===== src/rtl/instr_fetch_pkg.sv =====
// Shared definitions for the instruction-fetch stage: FSM encoding, opcodes and PC helpers.
package instr_fetch_pkg;

  typedef enum logic [1:0] {
    StBoot = 2'd0,
    StRun  = 2'd1,
    StHalt = 2'd2
  } fetch_state_e;

  localparam int unsigned PcWidth   = 8;
  localparam int unsigned InstWidth = 8;
  localparam int unsigned MemDepth  = 256;

  localparam logic [InstWidth-1:0] NOP_OP          = 8'h00;
  localparam logic [InstWidth-1:0] DEFAULT_HALT_OP = 8'hFF;

  // Wraps 8'hFF to 8'h00 by plain modulo-256 truncation.
  function automatic logic [PcWidth-1:0] pc_inc(input logic [PcWidth-1:0] pc);
    return pc + 8'd1;
  endfunction

endpackage


===== src/rtl/instr_mem.sv =====
// 256x8 instruction memory: asynchronous read, synchronous write, never cleared.
module instr_mem
  import instr_fetch_pkg::*;
(
  input  logic                 i_clk,
  input  logic                 i_we,
  input  logic [PcWidth-1:0]   i_waddr,
  input  logic [InstWidth-1:0] i_wdata,
  input  logic [PcWidth-1:0]   i_raddr,
  output logic [InstWidth-1:0] o_rdata
);

  logic [InstWidth-1:0] r_mem [MemDepth];

  always_ff @(posedge i_clk) begin
    if (i_we) begin
      r_mem[i_waddr] <= i_wdata;
    end
  end

  // A write to the address being read shows up only after the edge.
  assign o_rdata = r_mem[i_raddr];

endmodule


===== src/rtl/instr_fetch.sv =====
// Fetch stage: PC register, BOOT/RUN/HALT sequencing, redirect flush and instruction memory.
module instr_fetch
  import instr_fetch_pkg::*;
#(
  parameter logic [7:0] RESET_PC = 8'h00,
  parameter logic [7:0] HALT_OP  = DEFAULT_HALT_OP
) (
  input  logic       Clk,
  input  logic       Reset,
  input  logic       stall,
  input  logic       jump_en,
  input  logic [7:0] jump_target,
  input  logic       prog_we,
  input  logic [7:0] prog_addr,
  input  logic [7:0] prog_data,
  output logic [7:0] PC,
  output logic [7:0] instrCode,
  output logic       flush,
  output logic       halted
);

  fetch_state_e r_state;
  fetch_state_e w_state_nxt;
  logic [7:0]   r_pc;
  logic [7:0]   w_pc_nxt;
  logic [7:0]   w_rdata;

  instr_mem u_instr_mem (
    .i_clk   (Clk),
    .i_we    (prog_we),
    .i_waddr (prog_addr),
    .i_wdata (prog_data),
    .i_raddr (r_pc),
    .o_rdata (w_rdata)
  );

  always_ff @(posedge Clk) begin
    if (Reset) begin
      r_state <= StBoot;
      r_pc    <= RESET_PC;
    end else begin
      r_state <= w_state_nxt;
      r_pc    <= w_pc_nxt;
    end
  end

  always_comb begin
    w_state_nxt = r_state;
    w_pc_nxt    = r_pc;
    case (r_state)
      StBoot: begin
        w_state_nxt = StRun;
      end
      StRun: begin
        if (jump_en) begin
          w_pc_nxt = jump_target;
        end else if (stall) begin
          w_pc_nxt = r_pc;
        end else if (w_rdata == HALT_OP) begin
          w_state_nxt = StHalt;
        end else begin
          w_pc_nxt = pc_inc(r_pc);
        end
      end
      StHalt: begin
        if (jump_en) begin
          w_pc_nxt    = jump_target;
          w_state_nxt = StRun;
        end
      end
      default: begin
        w_state_nxt = StBoot;
      end
    endcase
  end

  // Only RUN presents real opcodes; BOOT, HALT and the illegal encoding issue NOPs.
  assign instrCode = (r_state == StRun) ? w_rdata : NOP_OP;
  assign flush     = jump_en & ((r_state == StRun) | (r_state == StHalt));
  assign halted    = (r_state == StHalt);
  assign PC        = r_pc;

endmodule


===== config.mk =====
export PLATFORM = sky130hd
export DESIGN_NAME = instr_fetch
export DESIGN_NICKNAME = d
export VERILOG_FILES = /design/src/rtl/instr_fetch_pkg.sv /design/src/rtl/instr_mem.sv /design/src/rtl/instr_fetch.sv
export SDC_FILE = /design/constraint.sdc
export NUM_CORES = 2
export LEC_CHECK = 0
export BUFFER_PORTS_ARGS = -buffer_cell sky130_fd_sc_hd__buf_4
export CAP_MARGIN = 20
export CORE_ASPECT_RATIO = 1.75
export CORE_UTILIZATION = 40
export DETAILED_ROUTE_END_ITERATION = 12
export PLACE_DENSITY_LB_ADDON = 0.05
export SETUP_SLACK_MARGIN = 0.05
export SYNTH_ARGS = -nofsm -noshare
export SYNTH_HDL_FRONTEND = slang
export SYNTH_SLANG_ARGS = --single-unit

===== constraint.sdc =====
create_clock -name Clk -period 3.5 [get_ports Clk]
set_clock_uncertainty 0.2 [all_clocks]
set_input_delay 0.175 -clock Clk [delete_from_list [all_inputs] [get_ports Clk]]
set_output_delay 0.175 -clock Clk [all_outputs]
set_load 0.005 [all_outputs]

# Word-level counts from Yosys, hierarchy flattened
# Memory sizes are Yosys's and may differ from the RTL's. A register that Yosys moved wholly into a read port is not among the register bits.
# Cells that the tools add are included.
[op_classes]
n_eq_ne = 9
n_reduce_logical = 4
n_mux = 15
addsub = 1
n_bitwise = 2
[ops]
columns = ["operator", "n"]
rows = [
  ["2-to-1 mux 8 bit", 7],
  ["one-hot mux 8 bit (2 select lines)", 1],
  ["adder 8 x 1 -> 8 bit (second input constant)", 1],
  ["equality test 8 bit (second input constant)", 1],
  ["2-to-1 mux 2 bit", 4],
  ["!= test 2 bit (second input constant)", 4],
  ["AND reduction 4 bit", 2],
  ["!= test 3 bit (second input constant)", 2],
  ["one-hot mux 2 bit (3 select lines)", 1],
  ["equality test 2 x 1 -> 1 bit (second input constant)", 1],
  ["equality test 2 bit (second input constant)", 1],
  ["logical NOT 2 bit", 1],
  ["2-to-1 mux 1 bit", 2],
  ["nonzero test 2 bit", 1],
  ["bitwise AND 1 bit", 1],
  ["bitwise OR 1 bit", 1],
]
[totals]
reg_bits = 10
input_bits = 29
ram_bits = 2048
elab_cells = 34
out_inout_bits = 18
memories = 1
[memory_table]
columns = ["name", "words", "word_bits", "read_ports", "rd_ports_with_merged_regs", "write_ports", "line_no", "text"]
rows = [
  ["u_instr_mem.r_mem", 256, 8, 1, 1, 1, "instr_mem.sv:13", "logic [InstWidth-1:0] r_mem [MemDepth];"],
]

# Depth between registers and ports, before layout
[depth]
depth_word = 7
mapped_depth = 19
mapped_depth_nobuf = 10

# Cells and area by module
# Synthesis repeated with hierarchy kept, for this count alone.
[unflattened]
cells_unflattened = 3821
area_unflattened_um2 = 80153.1
[modules_own_cells]
columns = ["mod", "cells_per_inst", "area_per_inst_um2", "n_inst"]
rows = [
  ["instr_mem", 3725, 79396.1, 1],
  ["instr_fetch", 96, 757.0, 1],
]

# Worst setup path after synthesis
# OpenSTA, ideal clock, no wires.
[synth_path]
kind = "register to register"
startpoint = "reg with a tool-made name"
endpoint = "reg r_pc[0] (netlist: PC[0])"
path_buffers = 8
period_less_slack_ps = 3602
path_stages_with_launch = 16
setup_slack_ps = -102
setup_time_ps = 122
t_arrival_ps = 3280
required_ps = 3178
path_cell_list = "dfxtp_1 buf_6 buf_12 buf_12 buf_12 buf_8 buf_8 buf_12 o21ai_2 a211oi_2 nor3_1 or4_1 or4b_4 o21a_1 buf_6 o311a_1"
[synth_rtl]
columns = ["item", "line_no", "text"]
rows = [
  ["end signal, assigned", "instr_fetch.sv:43", "r_pc <= w_pc_nxt;"],
  ["end, declared", "instr_fetch.sv:24", "logic [7:0] r_pc;"],
]

==> summary.md <==
| Metric | Value |
|---|---|
| CTS tree | `done` |
| Worst Max-Slew Pin Slew | `1.04 ns` |
| RSZ-0062 raised after global routing | `true` |
| Final period utilization | `1.27` |
| Synth area leader | `edfxtp_1` |
| Max-cap violations | `0` |
| Seq/Total Area, Yosys | `0.753` |
| Setup CP Type | `reg -> out` |
| Comb pwr share | `0.144` |
| First-pass GRT wire length | `393000 µm` |
| Share of layout cells above drive strength 1 | `0.346` |
| Longest Clk Path Bufs | `4` |
| Routed vias/inst | `5.75` |
| 1st-iter DRT viols | `4292` |
| Cell Pwr Density | `570 mW/mm²` |
| Setup TNS | `-22.11 ns` |
| DIE AREA | `0.207 mm²` |
| CP max FO | `4` |
| Initial Utilization | `0.403` |
| Internal power | `43300 µW` |
| Final WS setup | `-0.947 ns` |
| Post-synth ARST share | `0` |
| CP most frequent cell | `buf_6` |
| Slew margin rel. | `0.310` |
| Final Cell Area | `0.101 mm²` |
| DR vias | `45600` |
| Main synth FF type | `edfxtp_1` |
| Crit path launch type | `register` |
| Cells after Synth | `4131` |
| Yosys warnings | `0` |
| CP Data Required Time | `3.12 ns` |
| Vias in the first global route | `46700` |
| HP Start | `jump_target[5]` |
| Worst path slowest cell | `mux4_2` |
| FMAX | `225 MHz` |
| Worst setup EP type | `primary output` |
| Netlist cell types | `87` |
| Height of the chip | `601 µm` |
| CTS root buf | `clkbuf_16` |
| Final #Nets | `5154` |
| Pre-Repair DR Iteration Count | `5` |
| Critical path buffers and inverters | `7` |
| CP top delay family | `compound AO/OA/AOI/OAI gates` |
| Final GP Congestion | `0.901` |
| # IOs | `47` |
| Initial antenna violation count | `12` |
| Clk pwr share | `0.380` |
| Tot Pwr | `57400 µW` |
| DP HPWL | `200000 µm` |
| ANT nets after route | `0` |
| Total gr overflow | `0` |
| Placement Rows | `219` |
| Largest net degree at the start of global routing | `106` |
| Placed Area | `0.0918 mm²` |
| Seq pwr share | `0.476` |
| Max-slew violation count | `0` |
| Die Wd | `344 µm` |
| Syn avg cell area | `19.9 µm²` |
| Max stage delay on crit path | `0.49 ns` |
| Mapped Nets | `4165` |
| Clk_lat worst skew | `0.86 ns` |
| Drt total wl | `291000 µm` |
| CTS Buf Count | `198` |
| Drt drc | `0` |
| Setup Viol. Count Final | `26` |
| Failing checks | `negative setup slack` |
| Final core utilization | `0.495` |
| Hold Crit Class | `in -> reg` |
| IO buf count | `46` |
| GRT Util Overall | `0.279` |
| EDFF count, synth | `2048` |
| WL per Instance | `36.7 µm` |
| Post-layout min period | `4.45 ns` |
| Synth-to-layout area growth | `22.7%` |
| Critical-path cell list | `buf_12, buf_8, buf_12, buf_8, buf_6, mux4_2, a22o_1, o21ai_4, o211ai_1, o32ai_4, a211o_4, buf_6, nor2_4, buf_6` |
| Pleak | `0.0328 µW` |
| Peak supply drop | `0.425 mV` |
| Sw Ratio | `0.246` |
| Core footprint | `0.204 mm²` |
| Top cells by area, synth | `edfxtp_1 (75%), mux4_2 (8.9%), mux2i_1 (3.3%)` |
| CTS sink count | `2066` |
| Synthesized area | `0.0821 mm²` |
| #FFs+latches synth | `2066` |
| Final hold vios | `0` |
| Status | `finished with violations` |
| NetSw | `14100 µW` |
| H-tree depth | `4` |
| Crit path DAT | `4.07 ns` |
| Worst-path clk slew | `0.07 ns` |
| Yosys top cell area share | `0.749` |
==> worst register-to-register path: stages (launching register included) <==
cell and delay (ns):
dfxtp_4 0.39, buf_12 0.14, buf_4 0.15, clkinvlp_4 0.10, buf_12 0.13, buf_8 0.15
mux2i_4 0.27, o211ai_1 0.84, o32ai_4 0.30, a211o_4 0.38, or4b_4 0.55, o21a_4 0.25
buf_12 0.14, a31oi_4 0.18, o311a_1 0.18
==> timing repair <==
action / CTS / global route
gates cloned: 8 / 3
pin swaps: 39 / 39
hold endpoints to repair: 1391 / 0
hold buffers: 36 / 0
resized for setup: 197 / 93
setup endpoints to repair: 26 / 26
buffers inserted: 57 / 12
==> Yosys cell counts, drive strengths merged, types with 8 or more instances <==
library cell  instances
edfxtp             2048
mux4                393
nor2                337
mux2i               273
buf                 168
nand2               139
a22oi                82
clkbuf               81
nand3                60
a21oi                53
o21ai                52
o22ai                41
mux2                 33
nor2b                28
nor3                 28
nand4                23
a31oi                22
a211oi               20
a221oi               18
dfxtp                18
o221ai               17
nand2b               16
and2                 12
and3                 11
inv                  11
a22o                 10
o32ai                 9
a32o                  8
nor4                  8
o211ai                8
or2                   8
==> kinds of logic (layout without fill, tap and decap cells) <==
logic type	count (synthesis)	in the layout	synth area share
buf+inv	260	1396	0.0236
compound gates	405	405	0.0357
other cells	0	7	0
fa+ha+maj	5	5	0.000762
mux	699	699	0.149
simple gates	696	696	0.0379
flops	2066	2066	0.753
==> layout by cell type (no fill, tap or decap), drive strengths merged, types with 52 or more instances in the layout <==
cell,netlist,layout
clkbuf,81,246
clkinv,0,84
nand3,60,60
a21oi,53,53
mux4,393,393
edfxtp,2048,2048
o21ai,52,52
buf,168,987
mux2i,273,273
nand2,139,139
a22oi,82,82
nor2,337,337
==> power by group through the flow <==
| stage | registers, µW | clock network, µW | logic [µW] |
|---|---|---|---|
| after CTS | 27300 | 22200 | 8070 |
| after detailed placement | 27900 | 0 | 7350 |
| final | 27300 | 21800 | 8250 |
| after global placement | 27900 | 0 | 7350 |
| after global routing | 27300 | 23000 | 8470 |
| after floorplan | 27800 | 0 | 3420 |
==> cell type report <==
type                       count  area, µm²
clock inverter               112       1210
inverter                      11       46.3
sequential                  2066      61900
tap                         2652       3320
multi-input combinational   1805      19300
clock buffer                 235       5160
antenna                        7       17.5
timing repair buffer        1038       9860
fill                       16900     103000
==> per-stage QoR <==
step / hold slack, ns / worst slack, ns / instances
finish: 0.121 / -0.947 / 7926
global route: 0.153 / -0.992 / 7922
CTS: 0.0403 / -1.06 / 7906
detailed placement: 0.288 / -1.80 / 7461
global placement: 0.292 / -1.78 / 7461
floorplan: 0.0739 / -0.0672 / 4131
==> worst paths after layout <==
check | end | cells after the start | slack [ns]
max reg2reg | register | 14 | -0.92
min reg2reg | r_state[1] | 2 | 0.35
max | instrCode[4] | 14 | -0.95
min | PC[5] | 5 | 0.12
==> state kept, by name, indices dropped and copies added, names as in the netlist, named ones only <==
signal             flops
u_instr_mem.r_mem   2048
PC                     8
r_state                2
==> routing by layer <==
metal | vias up | global-route usage | wire [µm]
li1 | 19000 | - | -
met3 | 467 | 0.0299 | 13100
met2 | 1488 | 0.500 | 154000
met1 | 24600 | 0.335 | 109000
met4 | 0 | 0.125 | 14900
met5 | - | 0 | 0
(Power assumes the default switching activity.)
